==> config.mk <==
export PLATFORM = sky130hd
export DESIGN_NAME = result_demux_1to2
export DESIGN_NICKNAME = d
export VERILOG_FILES = /design/src/rtl/result_demux_1to2.sv
export SDC_FILE = /design/constraint.sdc
export NUM_CORES = 1
export LEC_CHECK = 0
export ABC_AREA = 1
export CAP_MARGIN = 30
export CORE_MARGIN = 10
export CORE_UTILIZATION = 44
export CTS_CLUSTER_DIAMETER = 100
export DETAILED_ROUTE_END_ITERATION = 10
export DONT_BUFFER_PORTS = 1
export GPL_TIMING_DRIVEN = 0
export PLACE_DENSITY = 0.62
export RECOVER_POWER = 100
export SETUP_SLACK_MARGIN = 0.5
export SLEW_MARGIN = 40
export SYNTH_ARGS = -nofsm -noshare
export SYNTH_HDL_FRONTEND = slang
export SYNTH_SLANG_ARGS = --single-unit
==> constraint.sdc <==
create_clock -name clk -period 2.7 [get_ports clk]
set_input_delay 0.54 -clock clk [delete_from_list [all_inputs] [get_ports clk]]
set_output_delay 0.54 -clock clk [all_outputs]
set_load 0.02 [all_outputs]
==> src/rtl/result_demux_1to2.sv <==
// Registered 1-to-2 result router: steers each input word to one of two
// per-channel FIFOs by In_sel. Optional statistics counters: DEMUX_STATS_EN.

module result_demux_1to2_fifo #(
  parameter int WIDTH = 6,
  parameter int DEPTH = 2
) (
  input  logic             clk,
  input  logic             rst,
  input  logic             i_push,
  input  logic [WIDTH-1:0] i_data,
  input  logic             i_ready,
  output logic             o_valid,
  output logic [WIDTH-1:0] o_data,
  output logic             o_full
);
  localparam int AW = (DEPTH > 1) ? $clog2(DEPTH) : 1;
  localparam int CW = $clog2(DEPTH + 1);

  logic [WIDTH-1:0] r_mem [DEPTH];
  logic [AW-1:0]    r_wr_ptr;
  logic [AW-1:0]    r_rd_ptr;
  logic [CW-1:0]    r_count;
  logic [CW-1:0]    w_count_nxt;
  logic             r_full;
  logic             r_empty;
  logic             w_pop;

  assign w_pop = !r_empty && i_ready;

  always_comb begin
    w_count_nxt = r_count;
    if (i_push && !w_pop)
      w_count_nxt = r_count + 1'b1;
    else if (!i_push && w_pop)
      w_count_nxt = r_count - 1'b1;
  end

  // Control state: pointers wrap naturally since DEPTH is a power of two
  always_ff @(posedge clk) begin
    if (rst) begin
      r_wr_ptr <= '0;
      r_rd_ptr <= '0;
      r_count  <= '0;
      r_full   <= 1'b0;
      r_empty  <= 1'b1;
    end else begin
      if (i_push)
        r_wr_ptr <= r_wr_ptr + 1'b1;
      if (w_pop)
        r_rd_ptr <= r_rd_ptr + 1'b1;
      r_count <= w_count_nxt;
      r_full  <= (w_count_nxt == CW'(DEPTH));
      r_empty <= (w_count_nxt == '0);
    end
  end

  // Storage carries no reset; stale contents are masked by the empty flag
  always_ff @(posedge clk) begin
    if (i_push)
      r_mem[r_wr_ptr] <= i_data;
  end

  assign o_valid = !r_empty;
  assign o_data  = r_empty ? '0 : r_mem[r_rd_ptr];
  assign o_full  = r_full;
endmodule

module result_demux_1to2 #(
  parameter int WIDTH = 6,
  parameter int DEPTH = 2,
  parameter int CNT_W = 8
) (
  input  logic             clk,
  input  logic             rst,
  input  logic [WIDTH-1:0] In_data,
  input  logic             In_sel,
  input  logic             In_valid,
  output logic             In_ready,
  output logic [WIDTH-1:0] Out0_data,
  output logic             Out0_valid,
  input  logic             Out0_ready,
  output logic [WIDTH-1:0] Out1_data,
  output logic             Out1_valid,
  input  logic             Out1_ready
`ifdef DEMUX_STATS_EN
  ,
  output logic [CNT_W-1:0] Cnt0,
  output logic [CNT_W-1:0] Cnt1
`endif
);
  logic w_full0;
  logic w_full1;
  logic w_push0;
  logic w_push1;

  // Acceptance depends only on the selected channel's registered full flag,
  // so a stalled channel never blocks words headed for the other one.
  assign In_ready = In_sel ? !w_full1 : !w_full0;
  assign w_push0  = In_valid && In_ready && !In_sel;
  assign w_push1  = In_valid && In_ready &&  In_sel;

  result_demux_1to2_fifo #(.WIDTH(WIDTH), .DEPTH(DEPTH)) u_ch0 (
    .clk     (clk),
    .rst     (rst),
    .i_push  (w_push0),
    .i_data  (In_data),
    .i_ready (Out0_ready),
    .o_valid (Out0_valid),
    .o_data  (Out0_data),
    .o_full  (w_full0)
  );

  result_demux_1to2_fifo #(.WIDTH(WIDTH), .DEPTH(DEPTH)) u_ch1 (
    .clk     (clk),
    .rst     (rst),
    .i_push  (w_push1),
    .i_data  (In_data),
    .i_ready (Out1_ready),
    .o_valid (Out1_valid),
    .o_data  (Out1_data),
    .o_full  (w_full1)
  );

`ifdef DEMUX_STATS_EN
  logic [CNT_W-1:0] r_cnt0;
  logic [CNT_W-1:0] r_cnt1;

  function automatic logic [CNT_W-1:0] sat_inc(input logic [CNT_W-1:0] v);
    return (&v) ? v : v + 1'b1;
  endfunction

  // Per-channel accept counters, saturating at all-ones
  always_ff @(posedge clk) begin
    if (rst) begin
      r_cnt0 <= '0;
      r_cnt1 <= '0;
    end else begin
      if (w_push0)
        r_cnt0 <= sat_inc(r_cnt0);
      if (w_push1)
        r_cnt1 <= sat_inc(r_cnt1);
    end
  end

  assign Cnt0 = r_cnt0;
  assign Cnt1 = r_cnt1;
`endif
endmodule

# Word level (Yosys, flattened, before mapping)
# Memories as Yosys holds them, arrays and structs flattened. A register that Yosys moved wholly into a read port is not among the register bits.
# Index checks and enable logic that the tools add are counted.
dict set report word_totals {
  inputBits 12
  wordCells 57
  out_inout_bits 15
  mem_count 2
  mem_bits_rw 24
  regBits 12
}
dict set report classes {
  n_reduce_logical 20
  eq_ne 2
  n_addsub 8
  muxes 15
}
# name words width rd rd_clocked_by_memory_dff write_ports line
set memory_table {}
lappend memory_table {u_ch0.r_mem 2 6 1 1 1 20} ;# logic [WIDTH-1:0] r_mem [DEPTH];
lappend memory_table {u_ch1.r_mem 2 6 1 1 1 20}
# op n
set op_table {}
lappend op_table {{6-bit two-way mux} 2}
lappend op_table {{1-bit logical AND} 9}
lappend op_table {{1-bit logical NOT} 9}
lappend op_table {{1-bit two-way mux} 9}
lappend op_table {{2-bit two-way mux} 4}
lappend op_table {{1-bit adder (second input constant)} 4}
lappend op_table {{2-bit by 1-bit adder with 2-bit output (second input constant)} 2}
lappend op_table {{2-bit == test (second input constant)} 2}
lappend op_table {{2-bit logical NOT} 2}
lappend op_table {{2-bit by 1-bit subtractor with 2-bit output (second input constant)} 2}

# Logic depth before layout (Yosys ltp)
dict set report logic_depth {
  word_depth 9
  depth_mapped 9
  ltp_nobuf 9
}

# Modules after synthesis
# A second synthesis with hierarchy kept.
dict set report hier_totals {
  cells_unflattened 153
  area_unflattened_um2 1487.7
}
# mod area_per_inst_um2 cells_each seq_area_each_um2 instances
set by_module_without_submodules {}
lappend by_module_without_submodules {result_demux_1to2_fifo 724.4 72 500.5 2}
lappend by_module_without_submodules {result_demux_1to2 38.8 9 0.0 1}

# Worst setup path after synthesis
# OpenSTA, ideal clock, no wires.
dict set report synth_path {
  path_type {input port to output port}
  startpoint {input In_sel}
  endpoint {output In_ready}
  setup_slack_ns 1.134
  path_stages 1
  required_time_ns 2.160
  path_buffers 0
  arrival_ns 1.026
  cell_sequence {o21ai_0}
}
dict set report synth_via {
  elab_chain_cells 1
}
# element line
set synth_lines {}
lappend synth_lines {{start: declaration} 77} ;# input logic In_sel,
lappend synth_lines {{1-bit two-way mux} 99} ;# assign In_ready = In_sel ? !w_full1 : !w_full0;
lappend synth_lines {{end: declaration} 79} ;# output logic In_ready,
# No other way between the ends.

# Worst setup path in the final report
dict set report layout_path {
  startpoint {register u_ch0.r_empty}
  endpoint {output Out0_data[3]}
}
dict set report layout_via {
  elab_chain_cells 1
}
# element line
set layout_lines {}
lappend layout_lines {{start: declaration} 26} ;# logic r_empty;
lappend layout_lines {{start signal: assignment} 54} ;# r_empty <= (w_count_nxt == '0);
lappend layout_lines {{6-bit two-way mux} 65} ;# assign o_data = r_empty ? '0 : r_mem[r_rd_ptr];
lappend layout_lines {{end: declaration} 80} ;# output logic [WIDTH-1:0] Out0_data,
# No other way between the ends.

==> impl_metrics.env <==
export IMPL_cp_arrival_ps=1470
export IMPL_final_area_sq_mm=0.001689
export IMPL_start_util_pct=46.02
export IMPL_hold_path_class="input pin to flop"
export IMPL_antenna_found_initial=0
export IMPL_ioPinCount=27
export IMPL_finalCritPeriodShare_pct=74.62
export IMPL_cts_setup_buffers=0
export IMPL_synth_edf_count=24
export IMPL_drtIter0Drc=80
export IMPL_skew_ps=4.898
export IMPL_rows=21
export IMPL_synth_seq_area_share_pct=64.67
export IMPL_netlist_area_sq_mm=0.001548
export IMPL_reg2reg_from="u_ch0.o_full"
export IMPL_grt_pass1_wl_mm=4.850
export IMPL_areaGrowthSynthToFinish_pct=9.135
export IMPL_rrSetupSlack_ps=1210
export IMPL_vias=1083
export IMPL_synth_ff_type="edfxtp_1"
export IMPL_syn_inst=160
export IMPL_drcViolationCount=0
export IMPL_setup_tns_ps=0
export IMPL_holdPathStages=0
export IMPL_drt_wl_total_mm=2.948
export IMPL_cts_tree="done"
export IMPL_synth_commonest_cells="nor2_1 (37), nand2_1 (25), edfxtp_1 (24)"
export IMPL_clk_latency_ps=340
export IMPL_synth_top_area_share_pct=46.56
export IMPL_postCtsHoldBufs=0
export IMPL_coreArea_sq_mm=0.003363
export IMPL_p_leak_uw=0.0007089
export IMPL_grt_max_degree=14
export IMPL_gr_total_overflow=0
export IMPL_clock_sinks=38
export IMPL_placed_cell_area_sq_mm=0.001605
export IMPL_rsz0062_at_grt="no"
export IMPL_yosysTopAreaCell="edfxtp_1"
export IMPL_drive_gt1_share_pct=8.333
export IMPL_maxCapViolCount=0
export IMPL_worstSetupPathType="flop to output port"
export IMPL_gp_congestion=0.8894
export IMPL_worstHoldStart="In_data[3]"
export IMPL_n_antenna_cell=0
export IMPL_fin_crit_ps=2015
export IMPL_final_setup_viol_count=0
export IMPL_nFillCells=334
export IMPL_dieArea_sq_mm=0.006290
export IMPL_ys_types=16
export IMPL_peakVddDrop_mv=0.3697
export IMPL_r2r_end="u_ch0.r_mem[1][1]"
export IMPL_die_w_microns=79.31
export IMPL_max_slew_margin_pct=54.84
export IMPL_cp_max_fo=9
export IMPL_r2r_cells=3
export IMPL_p_per_area_mw_per_mm2=812.9
export IMPL_cts_resized=0
export IMPL_ys_ff_latch=38
export IMPL_grt_pass1_vias=1080
export IMPL_synth_area_per_cell_sq_um=9.673
export IMPL_whs_ps=283.5
export IMPL_final_nets=179
export IMPL_grt_usage_pct=9.834
export IMPL_clkTransAtPathRegs_ps=120
export IMPL_ant_nets=0
export IMPL_hold_violations=0
export IMPL_fmax_ghz=0.4963
export IMPL_firstDrtPassIters=4
export IMPL_critPathLaunchType="flop"
export IMPL_dp_hpwl_mm=2.196
export IMPL_drv_slew=0
export IMPL_endpoint_kind="output port"
export IMPL_cp_required_ps=2160
export IMPL_place_inst=206
export IMPL_yosys_top_cells_area="edfxtp_1 (47%), dfxtp_1 (18%), nor2_1 (9.0%), nand2_1 (6.1%), o21ai_0 (4.5%)"
export IMPL_synth_most_common_cell="nor2_1"
export IMPL_fin_cells=214
export IMPL_cts_buffer_depth=2
export IMPL_min_to="u_ch1.r_mem[1][3]"
export IMPL_postSynth_asyncResetShare_pct=0
export IMPL_cts_buffers=5
export IMPL_io_buffers=0
export IMPL_avgRoutedWirePerCell_microns=13.78
export IMPL_htreeDepth=2
export IMPL_outcome="finished clean"
export IMPL_vias_per_cell=5.061
export IMPL_cts_root_buf="clkbuf_4"
export IMPL_worstMarginPinSlew_ps=670.3
export IMPL_syn_nets=172
export IMPL_yosysWarnings=0
export IMPL_die_h_microns=79.31
[final cells by class]
cell class | instances | area [sq um] | share of cell area (%)
inverter | 19 | 71.32 | 4.222
clock buffer | 5 | 37.54 | 2.222
sequential | 38 | 1001 | 59.26
buffer | 1 | 3.754 | 0.2222
multi-input combinational | 102 | 449.2 | 26.59
tap | 46 | 57.56 | 3.407
clock inverter | 3 | 68.82 | 4.074
[report_power, final]
part / switching, uW / internal [uW]
clock network: 192 / 290
registers: 19.9 / 662
logic: 161 / 48.4
total: 373 / 1000
[worst max-delay path: stages (launching register included)]
cell and delay (ps):
dfxtp_1 310, inv_1 300, o21ai_0 150, nor2_1 370
[how the worst max path moves through the flow]
stage	from	to	slack, ps	cells after the start
floorplan	In_sel	In_ready	1130	1
global placement	In_sel	In_ready	1070	1
detailed placement	In_sel	u_ch0.r_mem[1][1]	1040	3
CTS	u_ch0.r_empty	Out0_data[3]	810	3
global route	u_ch1.r_empty	Out1_data[1]	550	3
finish	u_ch0.r_empty	Out0_data[3]	690	3
[cells by family (layout without fill, tap and decap cells)]
kind of cell    Yosys count  in the layout  synth area share (%)
simple gates             85             85                 24.49
flops                    38             38                 64.67
buf+inv                  20             28                 4.850
compound gates           15             15                 4.850
xor+xnor                  2              2                 1.132
[stage by stage]
step / power [uW] / setup WS [ps] / util [%]
2_1_floorplan: 871.4 / 1134 / -
3_3_place_gp: 906.0 / 1073 / 47.73
3_5_place_dp: 914.4 / 1036 / 47.73
4_1_cts: 1395 / 809.0 / 50.89
5_1_grt: 1451 / 552.7 / 50.22
6_report: 1373 / 685.3 / 50.22
[flip-flops by register name (all words and copies together), names as in the netlist, 2 cells and up, named ones only]
name and count:
u_ch0.r_count 2, u_ch0.r_mem 12, u_ch1.r_count 2, u_ch1.r_mem 12
[cells in the final DEF (no fill, tap or decap)]
cell type / netlist / routed
o21ai_0: 14 / 14
nand3_1: 9 / 12
nor2_1: 37 / 38
bufinv_16: 0 / 2
clkinv_4: 0 / 1
dfxtp_1: 14 / 14
clkbuf_1: 1 / 1
xor2_1: 2 / 2
a21oi_1: 1 / 1
nor3_1: 1 / 1
edfxtp_1: 24 / 24
nand4_1: 3 / 3
nor2_2: 2 / 1
nand2_2: 4 / 2
inv_1: 14 / 17
nand3_2: 4 / 1
nand2_1: 25 / 27
clkbuf_4: 0 / 5
inv_2: 5 / 2
[per-layer routing]
layer	vias to the layer above	track usage, %	part of all wire, %
li1	540	-	-
met1	505	9.402	38
met2	32	17.05	51
met3	6	5.518	11
met4	0	4.122	1.4
met5	-	0	0
Power figures use the tool's default switching activity.
